[config.mk]
export PLATFORM = sky130hd
export DESIGN_NAME = frame_buf_reader_flat
export DESIGN_NICKNAME = d
export VERILOG_FILES = /design/src/rtl/frame_buf_reader_if.sv /design/src/rtl/frame_buf_reader.sv /design/src/flat_wrapper.sv
export SDC_FILE = /design/constraint.sdc
export NUM_CORES = 1
export LEC_CHECK = 0
export ABC_AREA = 1
export CORE_MARGIN = 2
export CORE_UTILIZATION = 40
export CTS_CLUSTER_DIAMETER = 80
export CTS_CLUSTER_SIZE = 12
export DETAILED_ROUTE_END_ITERATION = 10
export GPL_ROUTABILITY_DRIVEN = 0
export PLACE_DENSITY_LB_ADDON = 0.05
export REMOVE_ABC_BUFFERS = 1
export SLEW_MARGIN = 10
export SYNTH_ARGS = -nofsm -noshare
export SYNTH_HDL_FRONTEND = slang
export SYNTH_SLANG_ARGS = --single-unit
[constraint.sdc]
create_clock -name clk -period 3.1 [get_ports clk]
set_input_delay 0.31 -clock clk [delete_from_list [all_inputs] [get_ports clk]]
set_output_delay 0.31 -clock clk [all_outputs]
set_load 0.05 [all_outputs]
[src/rtl/frame_buf_reader_if.sv]
// rtl/frame_buf_reader_if.sv - frame buffer read port and output pixel stream bundle
interface frame_buf_reader_if #(
    parameter int AW = 20
);
    logic          Buffer1Full;
    logic          Buffer2Full;
    logic [7:0]    R1;
    logic [7:0]    G1;
    logic [7:0]    B1;
    logic [7:0]    R2;
    logic [7:0]    G2;
    logic [7:0]    B2;
    logic          RE1;
    logic          RE2;
    logic [AW-1:0] RdAddr;
    logic          Buf1Empty;
    logic          Buf2Empty;
    logic [7:0]    PixR;
    logic [7:0]    PixG;
    logic [7:0]    PixB;
    logic          PixValid;
    logic          PixReady;
    logic          FrameStart;
    logic          ActiveBuf;

    modport master (
        input  Buffer1Full, Buffer2Full, R1, G1, B1, R2, G2, B2, PixReady,
        output RE1, RE2, RdAddr, Buf1Empty, Buf2Empty,
               PixR, PixG, PixB, PixValid, FrameStart, ActiveBuf
    );

    modport slave (
        output Buffer1Full, Buffer2Full, R1, G1, B1, R2, G2, B2, PixReady,
        input  RE1, RE2, RdAddr, Buf1Empty, Buf2Empty,
               PixR, PixG, PixB, PixValid, FrameStart, ActiveBuf
    );
endinterface

[src/rtl/frame_buf_reader.sv]
// rtl/frame_buf_reader.sv - ping-pong frame buffer read controller with two-stage pixel pipeline
module frame_buf_reader #(
    parameter int DEPTH = 10000,
    parameter int AW    = 20
) (
    input  logic               clk,
    input  logic               reset,
    frame_buf_reader_if.master bus
);
    typedef enum logic [1:0] {
        WAIT_FULL = 2'd0,
        READ      = 2'd1,
        DRAIN     = 2'd2,
        SWITCH    = 2'd3
    } state_t;

    localparam logic [AW-1:0] LAST_ADDR = AW'(DEPTH - 1);

    state_t        state_q, state_d;
    logic          active_q, active_d;
    logic          empty1_q, empty1_d;
    logic          empty2_q, empty2_d;
    logic          arm1_q, arm1_d;
    logic          arm2_q, arm2_d;
    logic [AW-1:0] cnt_q, cnt_d;
    logic [AW-1:0] addr_q, addr_d;
    logic          pending_q, pending_d;
    logic          s1_first_q, s1_first_d;
    logic          pix_valid_q, pix_valid_d;
    logic          frame_start_q, frame_start_d;
    logic [7:0]    pix_r_q, pix_r_d;
    logic [7:0]    pix_g_q, pix_g_d;
    logic [7:0]    pix_b_q, pix_b_d;

    logic          sel_full;
    logic          sel_arm;
    logic          xfer;
    logic          issue;

    // Handshake decode: stage-1 to stage-2 move, and whether a new read fits behind it
    always_comb begin
        sel_full = active_q ? bus.Buffer2Full : bus.Buffer1Full;
        sel_arm  = active_q ? arm2_q : arm1_q;
        xfer     = pending_q && (!pix_valid_q || bus.PixReady);
        issue    = (state_q == READ) && (!pending_q || xfer);
    end

    // Frame sequencing: arming, buffer ownership, read address counter
    always_comb begin
        state_d  = state_q;
        active_d = active_q;
        empty1_d = empty1_q;
        empty2_d = empty2_q;
        cnt_d    = cnt_q;
        addr_d   = addr_q;
        // A full flag only counts once it has been seen low while the buffer was ours to give away
        arm1_d   = arm1_q || (!bus.Buffer1Full && empty1_q);
        arm2_d   = arm2_q || (!bus.Buffer2Full && empty2_q);
        case (state_q)
            WAIT_FULL: begin
                if (sel_full && sel_arm) begin
                    state_d = READ;
                    cnt_d   = '0;
                    if (active_q) begin
                        empty2_d = 1'b0;
                        arm2_d   = 1'b0;
                    end else begin
                        empty1_d = 1'b0;
                        arm1_d   = 1'b0;
                    end
                end
            end
            READ: begin
                if (issue) begin
                    addr_d = cnt_q;
                    cnt_d  = cnt_q + AW'(1);
                    if (cnt_q == LAST_ADDR) begin
                        state_d = DRAIN;
                    end
                end
            end
            DRAIN: begin
                if (!pending_q && (!pix_valid_q || bus.PixReady)) begin
                    state_d = SWITCH;
                end
            end
            SWITCH: begin
                if (active_q) begin
                    empty2_d = 1'b1;
                end else begin
                    empty1_d = 1'b1;
                end
                active_d = !active_q;
                state_d  = WAIT_FULL;
            end
            default: state_d = WAIT_FULL;
        endcase
    end

    // Pixel pipeline: pending tracks the buffer output register, Pix* is the output register
    always_comb begin
        pending_d     = issue ? 1'b1 : (xfer ? 1'b0 : pending_q);
        s1_first_d    = issue ? (cnt_q == '0) : s1_first_q;
        pix_valid_d   = xfer ? 1'b1 : (bus.PixReady ? 1'b0 : pix_valid_q);
        frame_start_d = xfer ? s1_first_q : (bus.PixReady ? 1'b0 : frame_start_q);
        pix_r_d       = pix_r_q;
        pix_g_d       = pix_g_q;
        pix_b_d       = pix_b_q;
        if (xfer) begin
            pix_r_d = active_q ? bus.R2 : bus.R1;
            pix_g_d = active_q ? bus.G2 : bus.G1;
            pix_b_d = active_q ? bus.B2 : bus.B1;
        end
    end

    // State registers with asynchronous abort on reset
    always_ff @(posedge clk or posedge reset) begin
        if (reset) begin
            state_q       <= WAIT_FULL;
            active_q      <= 1'b0;
            empty1_q      <= 1'b1;
            empty2_q      <= 1'b1;
            arm1_q        <= 1'b0;
            arm2_q        <= 1'b0;
            cnt_q         <= '0;
            addr_q        <= '0;
            pending_q     <= 1'b0;
            s1_first_q    <= 1'b0;
            pix_valid_q   <= 1'b0;
            frame_start_q <= 1'b0;
            pix_r_q       <= '0;
            pix_g_q       <= '0;
            pix_b_q       <= '0;
        end else begin
            state_q       <= state_d;
            active_q      <= active_d;
            empty1_q      <= empty1_d;
            empty2_q      <= empty2_d;
            arm1_q        <= arm1_d;
            arm2_q        <= arm2_d;
            cnt_q         <= cnt_d;
            addr_q        <= addr_d;
            pending_q     <= pending_d;
            s1_first_q    <= s1_first_d;
            pix_valid_q   <= pix_valid_d;
            frame_start_q <= frame_start_d;
            pix_r_q       <= pix_r_d;
            pix_g_q       <= pix_g_d;
            pix_b_q       <= pix_b_d;
        end
    end

    assign bus.RE1        = issue && !active_q;
    assign bus.RE2        = issue && active_q;
    assign bus.RdAddr     = issue ? cnt_q : addr_q;
    assign bus.Buf1Empty  = empty1_q;
    assign bus.Buf2Empty  = empty2_q;
    assign bus.PixR       = pix_r_q;
    assign bus.PixG       = pix_g_q;
    assign bus.PixB       = pix_b_q;
    assign bus.PixValid   = pix_valid_q;
    assign bus.FrameStart = frame_start_q;
    assign bus.ActiveBuf  = active_q;
endmodule

[src/flat_wrapper.sv]
// flat-port wrapper written by rule: the top's interface ports become plain ports
module frame_buf_reader_flat 
#(
    parameter int DEPTH = 10000,
    parameter int AW    = 20
)
  (clk, reset, bus_Buffer1Full, bus_Buffer2Full, bus_R1, bus_G1, bus_B1, bus_R2, bus_G2, bus_B2, bus_PixReady, bus_RE1, bus_RE2, bus_RdAddr, bus_Buf1Empty, bus_Buf2Empty, bus_PixR, bus_PixG, bus_PixB, bus_PixValid, bus_FrameStart, bus_ActiveBuf);
  frame_buf_reader_if #(.AW(AW)) bus_i ();
  input  logic clk;
  input  logic reset;
  input wire logic [$bits(bus_i.Buffer1Full)-1:0] bus_Buffer1Full;
  input wire logic [$bits(bus_i.Buffer2Full)-1:0] bus_Buffer2Full;
  input wire logic [$bits(bus_i.R1)-1:0] bus_R1;
  input wire logic [$bits(bus_i.G1)-1:0] bus_G1;
  input wire logic [$bits(bus_i.B1)-1:0] bus_B1;
  input wire logic [$bits(bus_i.R2)-1:0] bus_R2;
  input wire logic [$bits(bus_i.G2)-1:0] bus_G2;
  input wire logic [$bits(bus_i.B2)-1:0] bus_B2;
  input wire logic [$bits(bus_i.PixReady)-1:0] bus_PixReady;
  output wire logic [$bits(bus_i.RE1)-1:0] bus_RE1;
  output wire logic [$bits(bus_i.RE2)-1:0] bus_RE2;
  output wire logic [$bits(bus_i.RdAddr)-1:0] bus_RdAddr;
  output wire logic [$bits(bus_i.Buf1Empty)-1:0] bus_Buf1Empty;
  output wire logic [$bits(bus_i.Buf2Empty)-1:0] bus_Buf2Empty;
  output wire logic [$bits(bus_i.PixR)-1:0] bus_PixR;
  output wire logic [$bits(bus_i.PixG)-1:0] bus_PixG;
  output wire logic [$bits(bus_i.PixB)-1:0] bus_PixB;
  output wire logic [$bits(bus_i.PixValid)-1:0] bus_PixValid;
  output wire logic [$bits(bus_i.FrameStart)-1:0] bus_FrameStart;
  output wire logic [$bits(bus_i.ActiveBuf)-1:0] bus_ActiveBuf;
  assign bus_i.Buffer1Full = bus_Buffer1Full;
  assign bus_i.Buffer2Full = bus_Buffer2Full;
  assign bus_i.R1 = bus_R1;
  assign bus_i.G1 = bus_G1;
  assign bus_i.B1 = bus_B1;
  assign bus_i.R2 = bus_R2;
  assign bus_i.G2 = bus_G2;
  assign bus_i.B2 = bus_B2;
  assign bus_i.PixReady = bus_PixReady;
  assign bus_RE1 = bus_i.RE1;
  assign bus_RE2 = bus_i.RE2;
  assign bus_RdAddr = bus_i.RdAddr;
  assign bus_Buf1Empty = bus_i.Buf1Empty;
  assign bus_Buf2Empty = bus_i.Buf2Empty;
  assign bus_PixR = bus_i.PixR;
  assign bus_PixG = bus_i.PixG;
  assign bus_PixB = bus_i.PixB;
  assign bus_PixValid = bus_i.PixValid;
  assign bus_FrameStart = bus_i.FrameStart;
  assign bus_ActiveBuf = bus_i.ActiveBuf;
  frame_buf_reader #(.DEPTH(DEPTH), .AW(AW)) u_core (.clk(clk), .reset(reset), .bus(bus_i));
endmodule
[After elaboration in Yosys (flattened, before gate mapping)]
Index checks and enable logic that the tools add are counted.
Operators by class
  equal/unequal tests: 12
  multiplexer cells: 33
  add/subtract/negate cells: 1
  reduce and logical (&&, ||, !) cells: 27
Operators by type and width (number)
  $mux 20: 3
  $pmux 20 s2: 1
  $mux 8: 3
  $add 20x1->20 const B: 1
  $eq 20x14->1 const B: 1
  $logic_not 20->1: 1
  $mux 1: 19
  $reduce_and 4->1: 3
  $ne 2x1->1 const B: 5
  $logic_and 1x1->1: 8
  $mux 2: 4
  $pmux 2 s4: 1
  $reduce_bool 2->1: 4
  $ne 2x2->1 const B: 3
  $logic_not 1->1: 5
  $eq 2x2->1 const B: 2
  $logic_or 1x1->1: 4
  $pmux 1 s2: 2
  $reduce_and 3->1: 1
  $eq 2x1->1 const B: 1
  $logic_not 2->1: 1
Word-level totals
  bits in registers: 75
  bits of input ports: 53

[Logic depth before layout (Yosys ltp)]
Gate-level depths: netlist (run 1).
  depth in word-level cells: 7
  gate-level depth with buffers: 10

[Worst setup path after synthesis (run 1)]
Ideal clock, no wire load.
  path type: register -> output
  start point: register u_core.state_q[1]
  end point: output port bus_RdAddr[0]
  stages on the path, launching flop included: 7
  path slack: 0.470 ns
  path buffers: 2
  required time: 2.790 ns
  data arrival time: 2.320 ns
  cell sequence: dfrtp_1 > inv_1 > ha_1 > clkbuf_1 > nand2_1 > clkbuf_1 > o21ai_0
Between the ends
  cells in the longest elaborated chain, start to end: 3
RTL lines
  start, declared: line frame_buf_reader.sv:19  | state_t state_q, state_d;
  start signal, assigned: line frame_buf_reader.sv:135  | state_q <= state_d;
  $eq 2x1->1: line frame_buf_reader.sv:45  | issue = (state_q == READ) && (!pending_q || xfer);
  $logic_and 1x1->1: line frame_buf_reader.sv:45
  $mux 20
  end, declared: line flat_wrapper.sv:22  | output wire logic [$bits(bus_i.RdAddr)-1:0] bus_RdAddr;
No other way between the ends.

[Worst setup path in the final report (run 1)]
  start point: register u_core.state_q[1]
  end point: output port bus_RdAddr[6]
Same word-level chain as after synthesis.

==> flow_summary.json, run 1 <==
{
  "globalRouteOverflowTotal": 0,
  "drt_iter0_markers": 178,
  "period_minus_slack_ns": 2.44,
  "synth.yosys.warnings": 0,
  "core-area_mm2": 0.00933,
  "hold_ws_ns": 0.397,
  "detailedRoute.firstPassIterationCount": 4,
  "die_w_um": 103,
  "synth.distinct_cells": 28,
  "grt_start_max_net_pins": 49,
  "worst_setup_path_end_kind": "output pin",
  "number_of_maximum_capacitance_violations": 0,
  "fillCellCount": 886,
  "yosys.area.top_type_share_pct": 47.1,
  "cp-endpoint": "bus_RdAddr[6]",
  "cts-hold-fix-buffers": 0,
  "worstSetupStartpointType": "register",
  "via_count_of_the_first_global_routing_pass": 3452,
  "cts-buffers-inserted": 9,
  "design.die.area_mm2": 0.0105,
  "largest_cells_by_area_after_synthesis": "dfrtp_1 47%, nand2_1 15%, o21ai_0 7.0%, nor2_1 6.5%, a31oi_1 4.0%",
  "clock_latency_ns": 0.35,
  "timing.critical_path.mode_cell": "buf_4",
  "cp_data_arrival_time_ns": 2.13,
  "finalCoreUtilization_pct": 58.4,
  "slew-limit-headroom_pct": 51.7,
  "sequential_area_share_after_synthesis_pct": 48.4,
  "critical_path.slowest_cell": "dfrtp_1",
  "syn-instance-count": 505,
  "viasPerCell": 4.95,
  "worst_setup_path_startpoint": "u_core.state_q[1]",
  "crit_path_max_fo": 40,
  "chipHeight_um": 103,
  "clkSinkCount": 75,
  "synth.ff_latch_count": 75,
  "post_cts_resized": 0,
  "worst-slew-pin-transition_ns": 0.724,
  "fmax_mhz": 409,
  "worst_setup_hold_path_clk_slew_ns": 0.08,
  "nets_final": 665,
  "place.port_buffers": 103,
  "cellLeakagePower_nw": 2.42,
  "hold_path.class": "in2async",
  "routed_wire_length_per_instance_um": 13.7,
  "groute.usage.overall_pct": 20.0,
  "run_status": "complete, no violations",
  "htree_levels": 3,
  "antenna_violating_nets_post_route": 0,
  "grt_antenna_before_repair": 0,
  "floorplan.initialDensity_pct": 41.6,
  "route.detailed.drc": 0,
  "grt_pass1_wl_um": 16500,
  "slew_viol_final": 0,
  "antenna_cells": 0,
  "crit_family": "buffers and inverters",
  "tritoncts": "done",
  "rows": 35,
  "totalWireLength_um": 10200,
  "timing.clock.skew_ns": 0.00951,
  "max_stage_delay_on_crit_path_ns": 0.42,
  "average_size_of_a_mapped_cell_um2": 7.69,
  "worstRegToRegCells": 9,
  "start_of_the_worst_register_to_register_path": "u_core.bus.ActiveBuf",
  "period_share_pct": 78.8,
  "worstPathRequired_ns": 2.79,
  "max-clock-path-buffers": 2,
  "irDropWorstVdd_uv": 498,
  "dpl.hpwl_um": 7210,
  "p_per_area_mw_per_mm2": 909,
  "report.final.setup_viol": 0,
  "timing.critical_path.depth": 7,
  "crit_buf_inv": 4,
  "synth_top_cell_by_area": "dfrtp_1",
  "worst-setup-path-type": "reg2out",
  "ios": 104,
  "cts-root-buf": "clkbuf_8",
  "ff2ff_setup_slack_ns": 0.98,
  "cts.repair_timing.setup_buffer_count": 0,
  "critical_path.cell_chain": "inv_1 -> ha_1 -> buf_4 -> nand2_1 -> buf_4 -> o21ai_0 -> buf_12",
  "rr_endpoint": "u_core.cnt_q[2]",
  "vias_after_detailed_routing": 3655,
  "report.power.total_mw": 4.95,
  "unrepaired_setup_endpoints_after_global_routing": "false",
  "netlist_area_mm2": 0.00388,
  "drive_gt1_share_pct": 9.67,
  "flow.area_growth_from_synthesis_pct": 40.3,
  "report.final.hold_viol_count": 0
}
[per-layer routing]
| layer | global-route usage (%) | vias up | share of wire (%) |
|---|---|---|---|
| met3 | 5.49 | 5 | 7.4 |
| met5 | 0 | - | 0 |
| li1 | - | 1844 | - |
| met1 | 25.9 | 1700 | 45 |
| met2 | 33.8 | 106 | 46 |
| met4 | 4.00 | 0 | 0.72 |
[through the flow]
stage | TNS, ns | instance area [um^2] | instances | worst slack (ns)
4_1_cts | 0 | 5450 | 739 | 0.639
6_report | 0 | 5450 | 739 | 0.657
2_1_floorplan | -4.62 | 3770 | 484 | -0.243
3_3_place_gp | 0 | 5230 | 723 | 0.912
5_1_grt | 0 | 5450 | 739 | 0.466
3_5_place_dp | 0 | 5230 | 723 | 0.877
[cells by family (layout without fill, tap and decap cells)]
group	count (synthesis)	after routing	share of synthesized area (%)
buffers and inverters	64	169	6.93
xor gates and xnor gates	1	1	0.226
DFF	75	75	48.4
adders and majority gates	7	7	2.26
and+or+nand+nor	272	272	30.1
AOI/OAI and AO/OA	86	86	12.1
[state kept, by name, indices dropped and copies added (netlist names)]
register / cells
u_core.addr_q: 20
u_core.arm1_q: 1
u_core.arm2_q: 1
u_core.bus.ActiveBuf: 1
u_core.bus.Buf1Empty: 1
u_core.bus.Buf2Empty: 1
u_core.bus.FrameStart: 1
u_core.bus.PixB: 8
u_core.bus.PixG: 8
u_core.bus.PixR: 8
u_core.bus.PixValid: 1
u_core.cnt_q: 20
u_core.pending_q: 1
u_core.s1_first_q: 1
u_core.state_q: 2
[cell type report]
| cell class | count | area (um^2) | area share (%) |
|---|---|---|---|
| Sequential cell | 75 | 1880 | 34.5 |
| Multi-Input combinational cell | 366 | 1740 | 31.9 |
| Timing Repair Buffer | 110 | 1290 | 23.7 |
| Inverter | 43 | 161 | 2.96 |
| Tap cell | 129 | 161 | 2.96 |
| Clock buffer | 10 | 128 | 2.34 |
| Clock inverter | 6 | 90.1 | 1.65 |
[synth_stat cells]
library cell and instances:
nand2_1 154, a21oi_2 1, nand3_4 2, nor3_2 1, clkbuf_1 11, o21ai_0 54, or2_2 1, buf_1 2
nand2_4 1, and2_1 1, a31oi_1 25, dfrtp_1 73, nand2_2 1, dfstp_2 2, ha_1 7, inv_1 41
inv_2 2, xor2_1 1, buf_2 5, nor2_8 1, nand3_1 21, nor3_1 3, nand3_2 1, nand4_1 18
o22a_1 1, buf_6 3, nor2_1 67, a21oi_1 5
[power breakdown]
group	leakage, nW	internal [mW]	switching, mW	total [mW]
clock network	0.106	0.455	0.385	0.840
logic	1.37	0.859	1.82	2.68
registers	0.948	1.25	0.173	1.43
total	2.42	2.57	2.38	4.95
[worst min-delay path by stage]
stage / startpoint / endpoint / cells after the start
after CTS: reset / u_core.bus.PixR[4] / 2
after global placement: u_core.addr_q[10] / u_core.addr_q[10] / 2
final: reset / u_core.bus.PixB[0] / 2
after floorplan: u_core.addr_q[0] / u_core.addr_q[0] / 2
after detailed placement: u_core.addr_q[7] / u_core.addr_q[7] / 2
after global routing: reset / u_core.bus.PixG[7] / 2
[cell usage in the layout (no fill, tap or decap), drive strengths merged]
master,count
dfstp,2
and2,1
xor2,1
a21oi,6
buf,29
ha,7
clkdlybuf4s50,81
clkinv,3
nor3,4
inv,43
nand4,18
bufinv,2
nor2,68
nand3,24
clkinvlp,1
a31oi,25
clkbuf,10
o21ai,54
o22a,1
dfrtp,73
or2,1
nand2,156
Power figures use the tool's default switching activity.
==> inputs of run 2 (changes only) <==
==> constraint.sdc (replaced) <==
create_clock -name clk -period 2.3 [get_ports clk]
set_input_delay 0.23 -clock clk [delete_from_list [all_inputs] [get_ports clk]]
set_output_delay 0.23 -clock clk [all_outputs]
set_load 0.05 [all_outputs]
==> run 2 against run 1 <==
- die area is the same
- wire length shrank 1.9%
- sequential power grew 34%
- critical path depth shrank 1
- sequential cell count is the same
- critical path type unchanged
- largest power group unchanged
- highest routed layer unchanged
==> flow_summary.json, run 2 (same netlist as run 1, synthesis figures left out) <==
{
  "hold_ws_ns": 0.202,
  "place.port_buffers": 103,
  "groute.usage.overall_pct": 19.7,
  "fmax_mhz": 463,
  "clock_latency_ns": 0.35,
  "final_cell_mix": "154 x nand2_1, 80 x clkdlybuf4s50_1, 73 x dfrtp_1",
  "drt_iter0_markers": 142,
  "cellLeakagePower_nw": 2.45,
  "drive_gt1_share_pct": 10.1,
  "grt_antenna_before_repair": 0,
  "cts-root-buf": "clkbuf_8",
  "grt_start_max_net_pins": 50,
  "ff2ff_setup_slack_ns": 0.36,
  "cts.repair_timing.setup_buffer_count": 0,
  "worst_setup_hold_path_clk_slew_ns": 0.08,
  "detailedRoute.firstPassIterationCount": 4,
  "die_w_um": 103,
  "hold_path.class": "in2async",
  "number_of_cells_in_the_design_after_placement": 725,
  "worstRegToRegCells": 9,
  "final_common_cell": "nand2_1",
  "worstPathRequired_ns": 2.07,
  "antenna_violating_nets_post_route": 0,
  "route.detailed.drc": 0,
  "report.final.hold_viol_count": 0,
  "placed_cell_area_mm2": 0.00528,
  "slew-limit-headroom_pct": 63.6,
  "floorplan.initialDensity_pct": 41.6,
  "cts-hold-fix-buffers": 0,
  "totalWireLength_um": 9960,
  "tritoncts": "done",
  "cp_data_arrival_time_ns": 1.93,
  "nets_final": 667,
  "worstSetupStartpointType": "register",
  "globalRouteOverflowTotal": 0,
  "run_status": "complete, no violations",
  "worst_setup_path_end_kind": "output pin",
  "p_per_area_mw_per_mm2": 1220,
  "timing.setup.tns_ns": 0,
  "irDropWorstVdd_uv": 573,
  "ios": 104,
  "report.final.setup_viol": 0,
  "layout_setup_ws_ns": 0.138,
  "cts-buffers-inserted": 9,
  "final_area_mm2": 0.00548,
  "post_cts_resized": 0,
  "grt_pass1_wl_um": 16300,
  "rows": 35,
  "period_minus_slack_ns": 2.16,
  "dp_worst_setup_slack_ns": 0.269,
  "final-instance-count-excl-fill": 741,
  "timing.clock.skew_ns": 0.0156,
  "core-area_mm2": 0.00933,
  "clkSinkCount": 75,
  "chipHeight_um": 103,
  "finalCoreUtilization_pct": 58.8,
  "unrepaired_setup_endpoints_after_global_routing": "false",
  "worst-slew-pin-transition_ns": 0.545,
  "worst-setup-path-type": "reg2out",
  "design.die.area_mm2": 0.0105,
  "period_share_pct": 94.0,
  "largestRegisters": "u_core.addr_q: 20 flops, u_core.cnt_q: 20 flops",
  "htree_levels": 3,
  "via_count_of_the_first_global_routing_pass": 3493,
  "crit_path_max_fo": 23,
  "slew_viol_final": 0,
  "viasPerCell": 4.92,
  "number_of_maximum_capacitance_violations": 0,
  "flow.area_growth_from_synthesis_pct": 41.3,
  "vias_after_detailed_routing": 3647,
  "antenna_cells": 0,
  "report.power.total_mw": 6.67,
  "routed_wire_length_per_instance_um": 13.4,
  "max-clock-path-buffers": 2,
  "dpl.hpwl_um": 7340
}
-- run 2: cell types whose count changed in the layout (fill, tap and decap cells not counted) --
cell	previous run	this run
buf_12	21	24
bufinv_16	2	1
clkbuf_8	9	11
clkdlybuf4s50_1	81	80
clkinv_2	1	2
clkinv_4	2	1
clkinvlp_4	1	0
-- run 2: final timing paths --
| kind | startpoint | to |
|---|---|---|
| setup / recovery | u_core.state_q[1] | bus_RdAddr[10] |
| hold / removal | reset | u_core.bus.PixR[4] |
| setup reg to reg | u_core.cnt_q[0] | u_core.cnt_q[18] |
| hold reg to reg | u_core.addr_q[13] | u_core.addr_q[13] |
| max in group asynchronous | reset | u_core.bus.Buf2Empty |
| min in group clk | bus_R2[4] | u_core.bus.PixR[4] |
-- run 2: critical path, cell delays in order, from the launching register on --
cell	delay (ns)
dfrtp_1	0.41
inv_1	0.11
ha_1	0.22
nand2_1	0.12
buf_4	0.22
o21ai_0	0.33
buf_12	0.19
-- run 2: routing by layer --
| metal | GRT usage (%) | vias to the layer above | wire, um |
|---|---|---|---|
| li1 | - | 1850 | - |
| met1 | 25.1 | 1676 | 4590 |
| met2 | 33.2 | 109 | 4490 |
| met3 | 5.02 | 12 | 747 |
| met4 | 5.54 | 0 | 136 |
| met5 | 0 | - | 0 |
-- run 2: layout make-up --
type | count | area, um^2
Clock buffer | 12 | 155
Fill cell | 915 | 3840
Tap cell | 129 | 161
Sequential cell | 75 | 1880
Timing Repair Buffer | 112 | 1340
Clock inverter | 4 | 48.8
Inverter | 43 | 161
Multi-Input combinational cell | 366 | 1740
-- run 2: power by group --
group / internal, mW / switching [mW]
Sequential: 1.69 / 0.221
Combinational: 1.23 / 2.49
Clock: 0.560 / 0.485
Total: 3.48 / 3.19
